`src/rtl/i_m_areg_fifo_if.sv`:
```
// i_m_areg_fifo_if: inbound flit / memory-access handshake bundle for the areg FIFO
interface i_m_areg_fifo_if #(
  parameter int FLIT_W = 48,
  parameter int DEPTH = 4,
  parameter int AW = $clog2(DEPTH)
);
  logic [FLIT_W-1:0] i_flits_m;
  logic v_i_flits_m;
  logic mem_done_access;
  logic [FLIT_W-1:0] i_m_areg_flits;
  logic v_i_areg_m_flits;
  logic i_m_areg_full;
  logic [AW:0] i_m_areg_count;
  logic i_m_areg_ovf;
  modport master (
    output i_flits_m, v_i_flits_m, mem_done_access,
    input i_m_areg_flits, v_i_areg_m_flits, i_m_areg_full, i_m_areg_count, i_m_areg_ovf
  );
  modport slave (
    input i_flits_m, v_i_flits_m, mem_done_access,
    output i_m_areg_flits, v_i_areg_m_flits, i_m_areg_full, i_m_areg_count, i_m_areg_ovf
  );
endinterface

```
`src/rtl/i_m_areg_fifo.sv`:
```
// i_m_areg_fifo: DEPTH-entry flit FIFO feeding local memory; define I_M_AREG_OVF_DETECT_EN for the sticky overflow flag
module i_m_areg_fifo #(
  parameter int FLIT_W = 48,
  parameter int DEPTH = 4,
  parameter int AW = $clog2(DEPTH)
) (
  input logic clk,
  input logic rst,
  i_m_areg_fifo_if.slave bus
);
  localparam logic [AW:0] FULL_CNT = (AW+1)'(DEPTH);
  logic [FLIT_W-1:0] mem [DEPTH];
  logic [AW-1:0] wp, rp;
  logic [AW:0] cnt;
  logic push, pop;
  assign push = bus.v_i_flits_m && cnt != FULL_CNT;
  assign pop = bus.mem_done_access && cnt != '0;
  // storage array; contents are don't-care until written, so no reset
  always_ff @(posedge clk) begin
    if (push) mem[wp] <= bus.i_flits_m;
  end
  // pointers and occupancy; acceptance is decided from the registered count only
  always_ff @(posedge clk or posedge rst) begin
    if (rst) begin
      wp <= '0;
      rp <= '0;
      cnt <= '0;
    end else begin
      if (push) wp <= wp + 1'b1;
      if (pop) rp <= rp + 1'b1;
      cnt <= (push && !pop) ? cnt + 1'b1 : (pop && !push) ? cnt - 1'b1 : cnt;
    end
  end
  assign bus.i_m_areg_flits = (cnt != '0) ? mem[rp] : '0;
  assign bus.v_i_areg_m_flits = cnt != '0;
  assign bus.i_m_areg_full = cnt == FULL_CNT;
  assign bus.i_m_areg_count = cnt;
`ifdef I_M_AREG_OVF_DETECT_EN
  logic ovf;
  // sticky: any valid flit offered while full latches the flag until reset
  always_ff @(posedge clk or posedge rst) begin
    if (rst) ovf <= 1'b0;
    else if (bus.v_i_flits_m && cnt == FULL_CNT) ovf <= 1'b1;
  end
  assign bus.i_m_areg_ovf = ovf;
`else
  assign bus.i_m_areg_ovf = 1'b0;
`endif
endmodule

```
`src/flat_wrapper.sv`:
```
// flat-port wrapper written by rule: the top's interface ports become plain ports
module i_m_areg_fifo_flat 
#(
  parameter int FLIT_W = 48,
  parameter int DEPTH = 4,
  parameter int AW = $clog2(DEPTH)
)
  (clk, rst, bus_i_flits_m, bus_v_i_flits_m, bus_mem_done_access, bus_i_m_areg_flits, bus_v_i_areg_m_flits, bus_i_m_areg_full, bus_i_m_areg_count, bus_i_m_areg_ovf);
  i_m_areg_fifo_if #(.FLIT_W(FLIT_W), .DEPTH(DEPTH), .AW(AW)) bus_i ();
  input logic clk;
  input logic rst;
  input wire logic [$bits(bus_i.i_flits_m)-1:0] bus_i_flits_m;
  input wire logic [$bits(bus_i.v_i_flits_m)-1:0] bus_v_i_flits_m;
  input wire logic [$bits(bus_i.mem_done_access)-1:0] bus_mem_done_access;
  output wire logic [$bits(bus_i.i_m_areg_flits)-1:0] bus_i_m_areg_flits;
  output wire logic [$bits(bus_i.v_i_areg_m_flits)-1:0] bus_v_i_areg_m_flits;
  output wire logic [$bits(bus_i.i_m_areg_full)-1:0] bus_i_m_areg_full;
  output wire logic [$bits(bus_i.i_m_areg_count)-1:0] bus_i_m_areg_count;
  output wire logic [$bits(bus_i.i_m_areg_ovf)-1:0] bus_i_m_areg_ovf;
  assign bus_i.i_flits_m = bus_i_flits_m;
  assign bus_i.v_i_flits_m = bus_v_i_flits_m;
  assign bus_i.mem_done_access = bus_mem_done_access;
  assign bus_i_m_areg_flits = bus_i.i_m_areg_flits;
  assign bus_v_i_areg_m_flits = bus_i.v_i_areg_m_flits;
  assign bus_i_m_areg_full = bus_i.i_m_areg_full;
  assign bus_i_m_areg_count = bus_i.i_m_areg_count;
  assign bus_i_m_areg_ovf = bus_i.i_m_areg_ovf;
  i_m_areg_fifo #(.FLIT_W(FLIT_W), .DEPTH(DEPTH), .AW(AW)) u_core (.clk(clk), .rst(rst), .bus(bus_i));
endmodule
```
`config.mk`:
```
export PLATFORM = sky130hd
export DESIGN_NAME = i_m_areg_fifo_flat
export DESIGN_NICKNAME = d
export VERILOG_FILES = /design/src/rtl/i_m_areg_fifo_if.sv /design/src/rtl/i_m_areg_fifo.sv /design/src/flat_wrapper.sv
export SDC_FILE = /design/constraint.sdc
export NUM_CORES = 1
export LEC_CHECK = 0
export CORE_UTILIZATION = 50
export DETAILED_ROUTE_END_ITERATION = 10
export GPL_TIMING_DRIVEN = 0
export PLACE_DENSITY_LB_ADDON = 0.12
export SLEW_MARGIN = 20
export SYNTH_ARGS = -nofsm -noshare
export SYNTH_HDL_FRONTEND = slang
export SYNTH_SLANG_ARGS = --single-unit
```
`constraint.sdc`:
```
create_clock -name clk -period 4.62 [get_ports clk]
set_input_delay 0.693 -clock clk [delete_from_list [all_inputs] [get_ports clk]]
set_output_delay 0.693 -clock clk [all_outputs]
set_load 0.05 [all_outputs]
```
Word-level counts from Yosys, hierarchy flattened

Memory sizes are Yosys's and may differ from the RTL's.
Cells that the tools add are included.
Widths: inputs -> output; s select.

Flip-flop bits (word level): 7
RAM bits: 192
Memories kept: 1

Add/subtract/negate cells: 4
Equality and inequality tests: 2
Mux-type cells: 5
Reduce and logical (&&, ||, !) cells: 8

Memory list:

| name       | words | width | rd ports | clocked after Yosys merged registers in | write ports | line                | text |
|---|---|---|---|---|---|---|---|
| u_core.mem | 4     | 48    | 1        | 0                                       | 1           | i_m_areg_fifo.sv:12 | `logic [FLIT_W-1:0] mem [DEPTH];` |

Operator list:

| operator            | count |
|---|---|
| $mux 48             | 1 |
| $mux 3              | 2 |
| $add 2x1->2 const B | 2 |
| $logic_and 1x1->1   | 4 |
| $add 3x1->3 const B | 1 |
| $eq 3x3->1 const B  | 1 |
| $ne 3x3->1 const B  | 1 |
| $reduce_bool 3->1   | 1 |
| $sub 3x1->3 const B | 1 |
| $logic_not 1->1     | 2 |
| $mux 1              | 2 |
| $reduce_bool 2->1   | 1 |

Depth between registers and ports, before layout

Gate-level depths: netlist (run 1).

Word-level depth: 6
Gate-level depth with buffers: 9
Mapped depth without buffers: 8

Worst setup path before layout (run 1)

No wires, ideal clock.

Path kind: register -> register
From: register u_core.cnt[0] (netlist: u_core.bus.i_m_areg_count[0])
To: memory u_core.mem[0][0] (enable)
Setup time: 0.410 ns
Arrival: 2.465 ns
Required time: 4.210 ns
Setup slack: 1.744 ns
Stages on the path, launching flop included: 5
Cells stage by stage: dfrtp_1 > nor3b_2 > nor2b_1 > buf_2 > and2_1

Longest elaborated chain between the ends: 4

RTL lines:

| what                         | line                | text |
|---|---|---|
| start, declared              | i_m_areg_fifo.sv:14 | `logic [AW:0] cnt;` |
| start signal, assigned       | i_m_areg_fifo.sv:31 | `cnt <= (push && !pop) ? cnt + 1'b1 : (pop && !push) ? cnt - 1'b1 : cnt;` |
| $ne 3x3->1                   | i_m_areg_fifo.sv:16 | `assign push = bus.v_i_flits_m && cnt != FULL_CNT;` |
| $logic_and 1x1->1            | i_m_areg_fifo.sv:16 |  |
| net u_core.push              | i_m_areg_fifo.sv:15 | `logic push, pop;` |
| $mux 1                       | i_m_areg_fifo.sv:20 | `if (push) mem[wp] <= bus.i_flits_m;` |
| $mux 1 (implied by the code) | i_m_areg_fifo.sv:20 |  |
| end, declared                | i_m_areg_fifo.sv:12 |  |

The timed path passes the listed nets, and every way through them passes these cells.

Worst setup path in the final report (run 1)

From: register u_core.rp[1]
To: output bus_i_m_areg_flits[19]

Longest elaborated chain between the ends: 2

RTL lines:

| what                   | line                | text |
|---|---|---|
| start, declared        | i_m_areg_fifo.sv:13 | `logic [AW-1:0] wp, rp;` |
| start signal, assigned | i_m_areg_fifo.sv:30 | `if (pop) rp <= rp + 1'b1;` |
| $mem_v2 4x48           | n/a                 |  |
| $mux 48                | i_m_areg_fifo.sv:34 | `assign bus.i_m_areg_flits = (cnt != '0) ? mem[rp] : '0;` |
| end, declared          | flat_wrapper.sv:15  | `output wire logic [$bits(bus_i.i_m_areg_flits)-1:0] bus_i_m_areg_flits;` |

Every way passes these cells.

==> impl_metrics.json, run 1 <==
{
  "relSlewSlack_pct": 52.9,
  "design_area_um2": 9630,
  "place_hpwl_um": 8250,
  "routed_wl_um": 13400,
  "run_status": "completed",
  "regToRegSetupSlack_ps": 2310,
  "worst_pin_slew_ps": 706,
  "timing.final.crit_share_pct": 72.9,
  "setup_tns_ps": 0,
  "path_cells": "buf_1 -> mux4_2 -> and2_1 -> clkdlybuf4s50_1",
  "finalCriticalPeriod_ps": 3370,
  "ys_seq_elements": 199,
  "postCtsSetupBuffers": 0,
  "wl_per_cell_um": 20.0,
  "crit_type": "register to primary output",
  "cp.required_ps": 3930,
  "cp_slowest_stage_delay_ps": 700,
  "regArea_um2": 5940,
  "cts_tree": "built",
  "avgSynthCellArea_um2": 22.6,
  "final.setup.worst_slack_ps": 1250,
  "num_rows": 45,
  "yosysUniqueCellTypes": 25,
  "ant_nets": 0,
  "antenna_found_initial": 0,
  "grt_pass1_vias": 3848,
  "vias": 3633,
  "drv_cap": 0,
  "setup_viol": 0,
  "drtPass1Iterations": 4,
  "reg2reg_to": "u_core.bus.i_m_areg_count[2]$_DFFE_PP0P_",
  "setup.worst_path.end_class": "primary output",
  "multiInputGateArea_um2": 1620,
  "syn_inst": 343,
  "fmax_mhz": 297,
  "fin_nets": 528,
  "die_area_um2": 16000,
  "mostFrequentLayoutCell": "edfxtp_1",
  "start_util_pct": 51.1,
  "grt_max_degree": 28,
  "core_um2": 15100,
  "finalClockSkew_ps": 8.26,
  "cp_max_fo": 10,
  "die_height_um": 126,
  "rsz0062_at_grt": "false",
  "final_cell_mix": "edfxtp_1 (192), clkdlybuf4s50_1 (104), mux4_2 (48), and2_1 (48), clkbuf_16 (17)",
  "drive_gt1_share_pct": 20.1,
  "track_usage_pct": 18.3,
  "hold_path.class": "input pin to asynchronous set/reset pin",
  "n_antenna_cell": 0,
  "place_area_um2": 9100,
  "synthesis.area_um2": 7740,
  "synth-seq-area-share_pct": 76.8,
  "drc": 0,
  "cts_made_buffers": 17,
  "stdcell_count": 671,
  "place.gp.congestion": 0.637,
  "port_buffers": 104,
  "post_cts_resized": 0,
  "slowest_stage": "clkdlybuf4s50_1",
  "nFillCells": 1089,
  "ios": 106,
  "crit_path_start_kind": "register",
  "r2r_start": "u_core.bus.i_m_areg_count[0]$_DFFE_PP0P_",
  "dpl_worst_slack_ps": 1640,
  "cts_buffer_depth": 2,
  "clk_latency_ps": 420,
  "area_growth_pct": 24.4,
  "grt-ovfl-total": 0,
  "worstPathArrival_ps": 2670,
  "rr_worst_depth": 9,
  "hold_viol": 0,
  "grt_first_pass_wirelength_um": 21200,
  "h-tree-depth": 4,
  "cts_hold_buf": 0,
  "synth_warnings": 0,
  "drt_iter0_markers": 221,
  "vias_per_cell": 5.41,
  "cts_num_sinks": 199,
  "clk_pin_slew_ps": 60,
  "die_width_um": 126,
  "final_max_slew_viol_count": 0,
  "cts-root-buf": "clkbuf_16",
  "dpl.cell_count": 639,
  "synth_fp_nets": 401
}
worst max path at each step:
stage,start,to
after floorplan,u_core.bus.i_m_areg_count[0]$_DFFE_PP0P_,u_core.mem[0][0]$_DFFE_PP_
after global placement,bus_v_i_flits_m,u_core.mem[0][13]$_DFFE_PP_
after detailed placement,u_core.rp[1]$_DFFE_PP0P_,bus_i_m_areg_flits[30]
after CTS,u_core.bus.i_m_areg_count[0]$_DFFE_PP0P_,bus_i_m_areg_flits[8]
after global routing,u_core.rp[1]$_DFFE_PP0P_,bus_i_m_areg_flits[30]
final,u_core.rp[1]$_DFFE_PP0P_,bus_i_m_areg_flits[19]
area by class of cell:
class / instances / share of cell area, %
clock buffer: 21 / 4.57
multi-input combinational: 121 / 16.8
inverter: 4 / 0.156
sequential: 199 / 61.7
buffer: 19 / 1.79
clock inverter: 11 / 0.871
tap: 188 / 2.44
timing repair buffer: 108 / 11.6
routing by layer:
layer	vias to the layer above	wire length, µm	track usage [%]
li1	1627	-	-
met1	1907	5830	24.3
met2	90	6850	29.5
met3	9	627	4.77
met4	0	109	7.09
met5	-	0	0
cells in the mapped netlist:
master    count  area, µm²
and2_1       52        325
buf_1         1       3.75
buf_12        5        100
buf_2         6       30.0
buf_4         1       7.51
buf_6         1       11.3
clkbuf_1      4       15.0
clkbuf_2      1       5.00
conb_1        1       3.75
dfrtp_1       7        175
edfxtp_1    192       5770
fa_1          1       20.0
ha_1          5       62.6
inv_1         4       15.0
mux2_1        1       11.3
mux2_2        1       11.3
mux4_2       48       1080
nand2_1       1       3.75
nand3_2       1       10.0
nor2_1        1       3.75
nor2b_1       1       6.26
nor3b_2       1       12.5
or3_1         1       6.26
xnor2_1       4       35.0
xor2_1        2       17.5
cell families after synthesis:
logic type,synth area share [%]
DFF,76.8
and+or+nand+nor,4.75
muxes,14.3
buffers and inverters,2.43
xor gates and xnor gates,0.679
adders and majority gates,1.07
other,0.0485
state kept, by name, indices dropped and copies added, names as in the netlist:
name	flops
u_core.bus.i_m_areg_count	3
u_core.mem	192
u_core.rp	2
u_core.wp	2
metrics by stage:
step / util (%) / hold slack, ps
2_1_floorplan: - / 496
3_3_place_gp: 59.5 / 484
3_5_place_dp: 60.1 / 499
4_1_cts: 63.6 / 504
5_1_grt: 63.6 / 532
6_report: 63.6 / 510
worst max-delay path: cells and delay by family (launching register included):
| family | cells | cell delay, ps |
|---|---|---|
| DFF | 1 | 400 |
| and+or+nand+nor | 1 | 190 |
| buffers and inverters | 2 | 1260 |
| muxes | 1 | 400 |
Power of run 1 is not shown: default switching activity piles up to over one toggle a cycle in this logic, so the estimate is an artifact.
==> inputs of run 2 (changes only) <==
--- a/config.mk
+++ b/config.mk
@@ -5,7 +5,7 @@
 export SDC_FILE = /design/constraint.sdc
 export NUM_CORES = 1
 export LEC_CHECK = 0
-export CORE_UTILIZATION = 50
+export CORE_UTILIZATION = 49
 export DETAILED_ROUTE_END_ITERATION = 10
 export GPL_TIMING_DRIVEN = 0
 export PLACE_DENSITY_LB_ADDON = 0.12
==> constraint.sdc (replaced) <==
create_clock -name clk -period 3.05 [get_ports clk]
set_input_delay 0.4575 -clock clk [delete_from_list [all_inputs] [get_ports clk]]
set_output_delay 0.4575 -clock clk [all_outputs]
set_load 0.05 [all_outputs]
==> impl_metrics.json, run 2 (synthesized netlist as in run 1, its figures left out) <==
{
  "die_area_um2": 16300,
  "fin_hold_ws_ps": 266,
  "dpl_worst_slack_ps": 287,
  "slowest_stage": "dlygate4sd2_1",
  "fmax_mhz": 350,
  "port_buffers": 104,
  "final_util_pct": 63.7,
  "path_cells": "buf_2 -> buf_2 -> mux4_2 -> and2_1 -> dlygate4sd2_1",
  "final_max_slew_viol_count": 0,
  "largest_reg_flops": 192,
  "die_height_um": 128,
  "clk_latency_ps": 430,
  "antenna_found_initial": 0,
  "grt_first_pass_wirelength_um": 21500,
  "run_status": "completed",
  "ant_nets": 0,
  "crit_path_start": "u_core.rp[1]$_DFFE_PP0P_",
  "drv_cap": 0,
  "rsz0062_at_grt": "false",
  "routed_wl_um": 13900,
  "vias_per_cell": 5.29,
  "cts_buffer_depth": 2,
  "die_width_um": 128,
  "drive_gt1_share_pct": 21.5,
  "rr_worst_depth": 9,
  "grt_max_degree": 35,
  "fin_nets": 528,
  "regArea_um2": 5940,
  "crit_top_cell": "buf_2",
  "reg2reg_to": "u_core.bus.i_m_areg_count[2]$_DFFE_PP0P_",
  "track_usage_pct": 18.7,
  "crit_path_start_kind": "register",
  "place.gp.congestion": 0.655,
  "area_growth_pct": 26.0,
  "multiInputGateArea_um2": 1620,
  "postCtsSetupBuffers": 0,
  "grt_pass1_vias": 3911,
  "cts_hold_buf": 0,
  "final.setup.worst_slack_ps": 189,
  "worst_pin_slew_ps": 556,
  "cp_slowest_stage_delay_ps": 420,
  "cts_tree": "built",
  "start_util_pct": 50.5,
  "setup_viol": 0,
  "crit_type": "register to primary output",
  "grt-ovfl-total": 0,
  "core_um2": 15300,
  "cts_num_sinks": 199,
  "timing.final.crit_share_pct": 93.8,
  "place_hpwl_um": 8350,
  "endpoint": "bus_i_m_areg_flits[28]",
  "hold_path.class": "input pin to asynchronous set/reset pin",
  "drtPass1Iterations": 5,
  "worstPathArrival_ps": 2400,
  "h-tree-depth": 4,
  "ios": 106,
  "finalClockSkew_ps": 7.60,
  "relSlewSlack_pct": 63.1,
  "num_rows": 45,
  "regToRegSetupSlack_ps": 710,
  "setup.worst_path.end_class": "primary output",
  "cp_max_fo": 10,
  "mostFrequentLayoutCell": "edfxtp_1",
  "nFillCells": 1110,
  "r2r_start": "u_core.bus.i_m_areg_count[0]$_DFFE_PP0P_",
  "cts_made_buffers": 17,
  "cp.required_ps": 2590,
  "design_area_um2": 9750,
  "final_cell_mix": "edfxtp_1 (192), clkdlybuf4s50_1 (55), mux4_2 (48), and2_1 (48), dlygate4sd2_1 (45)",
  "drc": 0,
  "wl_per_cell_um": 20.0,
  "n_antenna_cell": 0,
  "finalCriticalPeriod_ps": 2860,
  "clk_pin_slew_ps": 70,
  "cts-root-buf": "clkbuf_16",
  "top_register": "u_core.mem",
  "hold_viol": 0,
  "drt_iter0_markers": 233,
  "place_area_um2": 9130,
  "vias": 3669
}
run 2: cell count changes in the layout (fill, tap and decap cells not counted), moves of 2 or more:
| cell | change |
|---|---|
| bufinv_16 | +5 |
| clkbuf_1 | -3 |
| clkdlybuf4s50_1 | -49 |
| clkinv_1 | -3 |
| clkinvlp_4 | -2 |
| dlygate4sd2_1 | +45 |
| dlymetal6s2s_1 | +4 |
| inv_6 | +2 |
run 2: worst min-delay path by stage:
stage,cells after the start,slack [ps],start,end
detailed placement,1,500,u_core.bus.i_m_areg_count[2]$_DFFE_PP0P_,u_core.bus.i_m_areg_count[2]$_DFFE_PP0P_
global route,2,280,rst,u_core.bus.i_m_areg_count[2]$_DFFE_PP0P_
floorplan,1,260,rst,u_core.bus.i_m_areg_count[0]$_DFFE_PP0P_
CTS,2,260,rst,u_core.bus.i_m_areg_count[2]$_DFFE_PP0P_
finish,2,270,rst,u_core.bus.i_m_areg_count[2]$_DFFE_PP0P_
global placement,1,500,u_core.bus.i_m_areg_count[2]$_DFFE_PP0P_,u_core.bus.i_m_areg_count[2]$_DFFE_PP0P_
run 2: worst max-delay path: cells and delay by family (launching register included):
| kind | cells | cell delay, ps |
|---|---|---|
| buffers and inverters | 3 | 1060 |
| DFF | 1 | 390 |
| muxes | 1 | 350 |
| and+or+nand+nor | 1 | 170 |
run 2: what timing repair did:
item,4_1_cts,5_1_grt
gates resized for setup,47,4
pin swaps,0,0
endpoints found under the setup margin,48,5
run 2: layer usage:
layer	up-vias	share of wire (%)	track usage, %
met1	1919	43	24.2
met3	15	5.0	5.05
met2	101	50	30.8
li1	1634	-	-
met4	0	1.3	6.64
met5	-	0	0
run 2: stage by stage:
stage / instances / TNS [ps]
after global routing: 694 / 0
after floorplan: 343 / 0
after CTS: 694 / 0
after detailed placement: 662 / 0
after global placement: 658 / -131600
final: 694 / 0
run 2: area by class of cell:
class,instances,share of cell area (%)
inverters,4,0.154
clock buffers,19,4.44
repair buffers,108,11.0
clock inverters,13,2.31
plain buffers,19,1.80
well taps,211,2.71
multi-input cells,121,16.6
flip-flops and latches,199,60.9
Power of run 2 is left out for the same reason.
